<file path="config.mk">
export PLATFORM = sky130hd
export DESIGN_NAME = systolic_result_collector
export DESIGN_NICKNAME = d
export VERILOG_FILES = /design/src/rtl/systolic_result_collector.sv
export SDC_FILE = /design/constraint.sdc
export NUM_CORES = 1
export LEC_CHECK = 0
export ABC_AREA = 1
export CORE_MARGIN = 2
export CORE_UTILIZATION = 30
export CTS_CLUSTER_DIAMETER = 150
export DETAILED_ROUTE_END_ITERATION = 16
export DONT_BUFFER_PORTS = 1
export REMOVE_ABC_BUFFERS = 1
export SETUP_SLACK_MARGIN = 0.1
export SKIP_CTS_REPAIR_TIMING = 1
export SYNTH_ARGS = -nofsm -noshare
export SYNTH_HDL_FRONTEND = slang
export SYNTH_SLANG_ARGS = --single-unit
</file>
<file path="constraint.sdc">
create_clock -name clk -period 2.1 [get_ports clk]
set_input_delay 0.525 -clock clk [delete_from_list [all_inputs] [get_ports clk]]
set_output_delay 0.525 -clock clk [all_outputs]
set_load 0.02 [all_outputs]
</file>
<file path="src/rtl/systolic_result_collector.sv">
// De-skews the staggered result lanes of the systolic array, frames `size` rows per matrix and queues them for downstream.
// Optional build macro COLLECTOR_RELU_EN clamps negative elements to zero as rows enter the FIFO.
module systolic_result_collector #(
  parameter int data_size   = 16,
  parameter int size        = 3,
  parameter int lead_cycles = 3,
  parameter int fifo_depth  = 4
) (
  input  logic                      clk,
  input  logic                      reset_n,
  input  logic                      start,
  input  logic [data_size*size-1:0] c_in,
  output logic [data_size*size-1:0] row_data,
  output logic                      row_valid,
  input  logic                      row_ready,
  output logic                      row_last,
  output logic                      matrix_done,
  output logic                      overflow
);

  localparam int width   = data_size * size;
  localparam int latency = lead_cycles + size - 1;
  localparam int wait_w  = $clog2(latency + 2);
  localparam int row_w   = $clog2(size + 1);
  localparam int aw      = $clog2(fifo_depth);
  localparam int cw      = aw + 1;

  // The start cycle itself counts, so the counter is loaded one short of the latency.
  localparam logic [wait_w-1:0] wait_load  = wait_w'(latency - 1);
  localparam logic [row_w-1:0]  last_row   = row_w'(size - 1);
  localparam logic [cw-1:0]     full_count = cw'(fifo_depth);

  typedef enum logic [1:0] {IDLE, WAIT, CAPTURE, DONE} state_t;
  localparam state_t start_state = (latency <= 1) ? CAPTURE : WAIT;

  state_t             state, state_n;
  logic [wait_w-1:0]  wait_cnt, wait_n;
  logic [row_w-1:0]   row_cnt, row_n;
  logic               push, push_last;

  logic [data_size-1:0] aligned [size];
  logic [width-1:0]     push_row;

  logic [width-1:0]      mem_data [fifo_depth];
  logic [fifo_depth-1:0] mem_last;
  logic [width-1:0]      hold_data;
  logic [aw-1:0]         wr_ptr, rd_ptr;
  logic [cw-1:0]         count;
  logic                  empty, full, do_push, do_pop;

  function automatic logic [data_size-1:0] clamp(input logic [data_size-1:0] v);
`ifdef COLLECTOR_RELU_EN
    return v[data_size-1] ? '0 : v;
`else
    return v;
`endif
  endfunction

  // Lane i is delayed size-1-i cycles so every lane of a row lines up with the undelayed last lane.
  for (genvar i = 0; i < size; i++) begin : g_lane
    logic [data_size-1:0] lane_in;
    assign lane_in = c_in[data_size*(size-i)-1 -: data_size];
    if (i == size - 1) begin : g_direct
      assign aligned[i] = lane_in;
    end else begin : g_delay
      localparam int depth = size - 1 - i;
      logic [data_size-1:0] pipe [depth];
      always_ff @(posedge clk or negedge reset_n) begin
        if (!reset_n) begin
          for (int j = 0; j < depth; j++) pipe[j] <= '0;
        end else begin
          pipe[0] <= lane_in;
          for (int j = 1; j < depth; j++) pipe[j] <= pipe[j-1];
        end
      end
      assign aligned[i] = pipe[depth-1];
    end
  end

  always_comb begin
    push_row = '0;
    for (int i = 0; i < size; i++) push_row[data_size*(size-i)-1 -: data_size] = clamp(aligned[i]);
  end

  always_ff @(posedge clk or negedge reset_n) begin
    if (!reset_n) begin
      state    <= IDLE;
      wait_cnt <= '0;
      row_cnt  <= '0;
    end else begin
      state    <= state_n;
      wait_cnt <= wait_n;
      row_cnt  <= row_n;
    end
  end

  // A start in any state restarts framing; rows already queued are left alone.
  always_comb begin
    state_n   = state;
    wait_n    = wait_cnt;
    row_n     = row_cnt;
    push      = 1'b0;
    push_last = 1'b0;
    case (state)
      IDLE: ;
      WAIT: begin
        if (wait_cnt == wait_w'(1)) begin
          state_n = CAPTURE;
          row_n   = '0;
        end else begin
          wait_n = wait_cnt - wait_w'(1);
        end
      end
      CAPTURE: begin
        push      = 1'b1;
        push_last = (row_cnt == last_row);
        if (row_cnt == last_row) state_n = DONE;
        else row_n = row_cnt + row_w'(1);
      end
      DONE: state_n = IDLE;
      default: state_n = IDLE;
    endcase
    if (start) begin
      state_n   = start_state;
      wait_n    = wait_load;
      row_n     = '0;
      push      = 1'b0;
      push_last = 1'b0;
    end
  end

  assign matrix_done = (state == DONE);

  assign empty     = (count == '0);
  assign full      = (count == full_count);
  assign row_valid = !empty;
  assign do_pop    = row_valid && row_ready;
  assign do_push   = push && (!full || do_pop);
  assign row_data  = empty ? hold_data : mem_data[rd_ptr];
  assign row_last  = !empty && mem_last[rd_ptr];

  // hold_data keeps the last popped row visible once the FIFO runs dry.
  always_ff @(posedge clk or negedge reset_n) begin
    if (!reset_n) begin
      for (int j = 0; j < fifo_depth; j++) mem_data[j] <= '0;
      mem_last  <= '0;
      hold_data <= '0;
      wr_ptr    <= '0;
      rd_ptr    <= '0;
      count     <= '0;
      overflow  <= 1'b0;
    end else begin
      if (do_push) begin
        mem_data[wr_ptr] <= push_row;
        mem_last[wr_ptr] <= push_last;
        wr_ptr           <= wr_ptr + aw'(1);
      end
      if (do_pop) begin
        hold_data <= mem_data[rd_ptr];
        rd_ptr    <= rd_ptr + aw'(1);
      end
      case ({do_push, do_pop})
        2'b10:   count <= count + cw'(1);
        2'b01:   count <= count - cw'(1);
        default: ;
      endcase
      if (push && full && !do_pop) overflow <= 1'b1;
    end
  end

endmodule
</file>
==> metrics.md, run 1 <==
| Metric | Value |
|---|---|
| Worst path bufs/invs | `4` |
| Die height | `219.3 um` |
| Worst setup margin | `-442.1 ps` |
| Global-route wire length before repair | `63.18 mm` |
| Worst-Skew Late Latency | `550 ps` |
| XOR/XNOR Fraction of Synth Area | `0.2519%` |
| Crit Path Max Fanout | `8` |
| Status | `finished, violations left` |
| Main combinational cell family by area after synthesis | `simple AND/OR/NAND/NOR gates` |
| Pwr dens | `1711 mW/mm^2` |
| Cts bufs inserted | `36` |
| List of most frequent post-synthesis cells | `755 x nand2_1, 307 x dfrtp_1, 201 x nand4_1, 109 x nand3_1, 79 x o21ai_0` |
| Register area share after synthesis | `55.23%` |
| Reg2reg start | `count[0]$_DFFE_PN0P_` |
| Reg2Reg Depth | `10` |
| Final Cell Area | `0.01747 sq mm` |
| Clk_skew | `25.51 ps` |
| Vias per std cell | `5.128` |
| Multiplexer area fraction after synthesis | `0%` |
| CTS tree | `done` |
| Fraction of registers with async set/reset | `100.0%` |
| IO Count | `104` |
| Largest delay share family, worst path | `flip-flops` |
| Largest net degree at the start of global routing | `308` |
| EDFF count, synth | `0` |
| CP arrival | `2020 ps` |
| Initial antenna violation count | `1` |
| RSZ-0062 raised after global routing | `true` |
| Worst path cell trace | `clkinv_8, buf_12, nand2_1, nand3_1, nand2_2, o21ai_2, buf_4, buf_6` |
| # fillers | `4573` |
| Main synth FF type | `dfrtp_1` |
| Max_cap viols | `0` |
| Mapped Cells | `1665` |
| Critical R2R Capture | `count[1]$_DFFE_PN0P_` |
| Count leader, synth | `nand2_1` |
| Slowest-stage cell, CP | `dfrtp_4` |
| Slew at the pin closest to its max-slew limit | `1014 ps` |
| Core Area | `0.04558 sq mm` |
| DRT iter0 DRCs | `1097` |
| Fmax | `393.4 MHz` |
| Clk pin slew, worst setup/hold paths | `60 ps` |
| Die area | `0.04810 sq mm` |
| Via count | `11.95k` |
| Drt total wl | `41.58 mm` |
| R2R setup slack | `190 ps` |
| Worst IR Drop VDD | `898.5 uV` |
| Distinct cells, synth | `25` |
| Input/output buffers | `0` |
| Share of the synthesized area in the top cell type | `55.23%` |
| DP Worst Slack | `14.94 ps` |
| Area growth syn-to-layout | `25.62%` |
| N_diodes | `0` |
| Synth Warn # | `0` |
| Static Leak | `8.387 nW` |
| Tmin final | `2542 ps` |
| Clock root buffer | `clkbuf_16` |
| Startpoint types | `flop` |
| Leading area contributor after synthesis | `dfrtp_1` |
| Number of remaining DRC errors | `0` |
| Detail Placement HPWL | `22.44 mm` |
| Clock Path Buffers | `3` |
| Violated checks | `hold timing, setup timing` |
| Synth top area cells | `dfrtp_1 55%, nand2_1 20%, nand4_1 9.0%` |
| Fin. Hold Viols | `307` |
| H-tree depth | `2` |
| Post-synthesis adder-cell area fraction | `1.133%` |
| Final Net Count | `1770` |
| Slew Limit Fails | `0` |
| Routed Antenna Nets | `0` |
| Vias in the first global route | `10.99k` |
| Synth Register Bits | `307` |
| Final Cycle Share | `121.1%` |
| Total gr overflow | `0` |
| Total track usage | `16.67%` |
| Cell Rows | `78` |
| Starting Density | `30.52%` |
| CP max stage delay | `550 ps` |
| 1st-pass router iterations | `5` |
| Slew HR | `32.39%` |
| Fraction of layout cells with a size suffix above 1 | `19.54%` |
| Synth Cell Area | `0.01391 sq mm` |
| Crit path required time | `1570 ps` |
| Crit Path Class | `flop to output pin` |
| Complex-gate fraction of the synthesized area | `3.724%` |
| Setup violators final | `49` |
| Syn Area/Cell | `8.354 sq um` |
| Area post-placement | `0.01500 sq mm` |
| Final Core Density | `38.34%` |
| GP Congestion | `0.7447` |
| Post-synthesis simple-gate area fraction | `33.88%` |
| Hold WC Path Type | `primary input to async pin` |
| Die W | `219.3 um` |
| CP Capture Type | `output pin` |
| Clock Sink Count | `307` |
| Fin Hold WS | `-315.3 ps` |
| Wire per inst | `17.84 um` |
## cells in the final DEF (no fill, tap or decap), types with 2 or more instances in the layout
cell	count
o21ai_4	2
nand2_2	59
buf_12	13
ha_1	5
nor2_1	7
nand3_2	49
inv_6	3
nand3_1	57
ha_4	5
clkbuf_16	43
buf_4	42
o21ai_2	35
nand4_1	201
inv_1	13
nand2_1	695
clkbuf_8	8
buf_16	3
clkbuf_1	7
buf_6	43
o21ai_1	22
clkinv_2	6
nand2_4	3
dfrtp_1	305
nand3_4	4
inv_2	4
dlygate4sd3_1	32
buf_8	4
o21ai_0	42
xor2_1	3
nor2_2	2
## layer usage
metal  share of wire, %  global-route usage, %
met3                6.7                  3.645
met4                1.7                  3.829
met5              0.026                      0
met2                 47                  26.15
met1                 45                  23.46
## final cells by class
class	instances	area, sq um	share of cell area [%]
clock buffer	52	1062	6.079
clock inverter	10	85.08	0.4869
timing repair buffer	143	1673	9.574
multi-input combinational	1198	6117	35.01
tap	600	750.7	4.296
sequential	307	7687	44.00
inverter	20	97.59	0.5585
## worst max-delay path by stage
stage | startpoint | endpoint | cells after the start
after floorplan | row_ready | mem_data[0]$_DFFE_PN0P_ | 5
after global placement | rd_ptr[0]$_DFFE_PN0P_ | row_data[33] | 8
after detailed placement | rd_ptr[0]$_DFFE_PN0P_ | row_data[33] | 8
after CTS | rd_ptr[0]$_DFFE_PN0P_ | row_data[33] | 8
after global routing | rd_ptr[0]$_DFFE_PN0P_ | row_data[4] | 8
final | rd_ptr[0]$_DFFE_PN0P_ | row_data[32] | 8
## where the power goes
part	leakage [nW]	internal [mW]	switching, mW
registers	3.88	8.07	1.26
logic	3.94	5.64	8.78
clock network	0.569	3.63	2.53
## kinds of logic (layout without fill, tap and decap cells)
logic type / after synthesis / count (layout)
simple gates: 1079 / 1079
buf+inv: 160 / 225
xor+xnor: 4 / 4
flops: 307 / 307
fa+ha+maj: 12 / 12
compound gates: 103 / 103
## registers in the layout, summed over array words and instances, names as in the netlist
name                 flops
mem_last                 4
wr_ptr                   2
state                    2
g_lane.g_delay.pipe     32
row_cnt                  2
aligned                 16
count                    3
hold_data               48
rd_ptr                   2
overflow                 1
wait_cnt                 3
mem_data               192
## per-stage QoR
step / instances / TNS [ps] / total power, mW
after floorplan: 1525 / -560890 / 15.91
after global placement: 2224 / 0 / 20.98
after detailed placement: 2224 / 0 / 21.23
after CTS: 2286 / -22930 / 27.52
after global routing: 2330 / -21960 / 31.93
final: 2330 / -17770 / 29.90
Power figures use the tool's default switching activity.
==> run 2: changes to the inputs <==
Settings changed: CORE_MARGIN 2 to not set, CORE_UTILIZATION 30 to 57, CTS_CLUSTER_SIZE set to 10, PLACE_DENSITY set to 0.75.
==> run 2 against run 1 <==
Combinational power fell by 5%. Maximum frequency rose by 1.6%. Global-route usage rose by 12 points. Wire length fell by 6.5%. Largest power group unchanged. The run still ends with hold timing, setup timing left.
==> metrics.md, run 2 (synthesis results as in run 1) <==
| Metric | Value |
|---|---|
| Cell Rows | `56 (-28%)` |
| Final Cycle Share | `119.2% (-1.9 points)` |
| Violated checks | `hold timing, setup timing` |
| Final Cell Area | `0.01645 sq mm (-5.9%)` |
| Clock root buffer | `clkbuf_16` |
| Slew Limit Fails | `0 (unchanged)` |
| Vias in the first global route | `11.06k (+0.64%)` |
| CP arrival | `1980 ps (-40 ps)` |
| Fmax | `399.6 MHz (+1.6%)` |
| Fraction of layout cells with a size suffix above 1 | `16.16% (-3.4 points)` |
| Global-route wire length before repair | `57.36 mm (-9.2%)` |
| Largest net degree at the start of global routing | `308 (unchanged)` |
| Largest register FFs | `192 (unchanged)` |
| Core Area | `0.02368 sq mm (-48%)` |
| Static Leak | `8.145 nW (-2.9%)` |
| Total gr overflow | `0 (unchanged)` |
| Crit Path Class | `flop to output pin` |
| Cts bufs inserted | `36 (unchanged)` |
| Crit Path Max Fanout | `8 (unchanged)` |
| Most frequent cells in the layout | `712 x nand2_1, 305 x dfrtp_1, 201 x nand4_1, 76 x nand3_1, 66 x buf_4` |
| Clock Path Buffers | `3 (unchanged)` |
| RSZ-0062 raised after global routing | `true` |
| Top reg by flops | `mem_data` |
| Final Net Count | `1743 (-1.5%)` |
| DRT iter0 DRCs | `1168 (+6.5%)` |
| Regs by FF count | `mem_data x192, hold_data x48, g_lane.g_delay.pipe x32` |
| Number of remaining DRC errors | `0 (unchanged)` |
| Startpoint types | `flop` |
| Initial antenna violation count | `1 (unchanged)` |
| GP Congestion | `0.7615 (+2.3%)` |
| Pwr dens | `1734 mW/mm^2 (+1.3%)` |
| Die area | `0.02503 sq mm (-48%)` |
| Max_cap viols | `0 (unchanged)` |
| H-tree depth | `2 (unchanged)` |
| Slowest-stage cell, CP | `dfrtp_4` |
| Commonest non-fill, non-tap cell in the layout | `nand2_1` |
| Crit path required time | `1570 ps (about the same)` |
| Slew at the pin closest to its max-slew limit | `898.1 ps (-116.1 ps)` |
| Via count | `12.20k (+2.1%)` |
| IO Count | `104 (unchanged)` |
| Die W | `158.2 um (-28%)` |
| Tmin final | `2502 ps (-39.87 ps)` |
| Final Core Density | `69.44% (+31 points)` |
| R2R setup slack | `210 ps (+20 ps)` |
| Status | `finished, violations left` |
| Total track usage | `29.03% (+12 points)` |
| Worst setup margin | `-402.2 ps (+39.87 ps)` |
| Setup violators final | `49 (unchanged)` |
| Die height | `158.2 um (-28%)` |
| DP Worst Slack | `73.44 ps (+58.50 ps)` |
| Drt total wl | `38.88 mm (-6.5%)` |
| Fin Hold WS | `-299.4 ps (+15.88 ps)` |
| Worst path cell trace | `buf_6, clkbuf_16, nor2_4, nor2_1, o21ai_1, a21oi_1, buf_4` |
| Clock Sink Count | `307 (unchanged)` |
| Hold WC Path Type | `primary input to async pin` |
| Area post-placement | `0.01447 sq mm (-3.6%)` |
| Worst IR Drop VDD | `938.8 uV (+4.5%)` |
| Area growth syn-to-layout | `18.23%` |
| CTS tree | `done` |
| Routed Antenna Nets | `0 (unchanged)` |
| N_diodes | `0 (unchanged)` |
| Clk_skew | `23.45 ps (-2.063 ps)` |
| Input/output buffers | `0 (unchanged)` |
| # fillers | `1850 (-60%)` |
| Clk pin slew, worst setup/hold paths | `60 ps (about the same)` |
| Detail Placement HPWL | `19.54 mm (-13%)` |
| Vias per std cell | `6.094 (+19%)` |
| Starting Density | `58.73% (+28 points)` |
| 1st-pass router iterations | `7 (+2)` |
| CP Capture Type | `output pin` |
| Fin. Hold Viols | `307 (unchanged)` |
| CP max stage delay | `570 ps (+20 ps)` |
| Pwr Total | `28.51 mW (-4.6%)` |
| Wire per inst | `19.42 um (+8.8%)` |
| Slew HR | `40.13% (+7.7 points)` |
| Worst-Skew Late Latency | `530 ps (-20 ps)` |
run 2: cell types whose count changed in the layout (fill, tap and decap cells not counted), sizes merged:
cell	previous run	this run
buf	105	104
dlygate4sd3	32	0
clkinv	8	3
inv	20	22
clkbuf	58	49
bufinv	1	0
clkinvlp	1	0
run 2: metal layers:
layer	share of wire (%)	global-route usage, %	vias to the layer above
met5	0.031	0	-
met4	2.4	6.868	2
met3	9.9	4.873	98
met2	47	47.81	627
met1	40	40.21	5902
li1	-	-	5571
run 2: report_power, final:
| group | internal (mW) | switching [mW] |
|---|---|---|
| clock | 3.07 | 2.35 |
| sequential | 8.07 | 1.31 |
| combinational | 5.22 | 8.48 |
run 2: layout make-up:
class | instances | area (sq um) | share of cell area [%]
Sequential cell | 307 | 7687 | 46.74
Multi-Input combinational cell | 1198 | 5913 | 35.96
Timing Repair Buffer | 115 | 1376 | 8.369
Clock buffer | 38 | 908.4 | 5.523
Tap cell | 319 | 399.1 | 2.427
Inverter | 20 | 102.6 | 0.6239
Clock inverter | 4 | 50.05 | 0.3043
Timing Repair inverter | 1 | 8.758 | 0.05326
run 2: worst max-delay path, delay by kind of cell, from the launching register on:
family / cells / cell delay [ps]
AOI/OAI and AO/OA: 2 / 210
buffers and inverters: 3 / 520
DFF: 1 / 570
and+or+nand+nor: 2 / 140
run 2: worst paths after layout:
kind                       depth (start not counted)                                 start                                    to
hold reg to reg                                    0  g_lane[0].g_delay.pipe[17]$_DFF_PN0_                 aligned[33]$_DFF_PN0_
hold / removal                                     0                               reset_n             mem_data[124]$_DFFE_PN0P_
setup reg to reg                                  10                  state[1]$_DFFE_PN0P_                  count[2]$_DFFE_PN0P_
max in group asynchronous                          0                               reset_n             mem_data[189]$_DFFE_PN0P_
setup / recovery                                   7                 rd_ptr[0]$_DFFE_PN0P_                              row_last
min in group clk                                   0                              c_in[43]  g_lane[0].g_delay.pipe[27]$_DFF_PN0_
run 2: through the flow:
stage          instances  hold WS [ps]  TNS [ps]
3_5_place_dp        1933         238.1         0
5_1_grt             2002        -307.0    -19390
4_1_cts             1975        -302.3    -18780
2_1_floorplan       1525         229.4   -560890
6_report            2002        -299.4    -15760
3_3_place_gp        1933         240.1         0
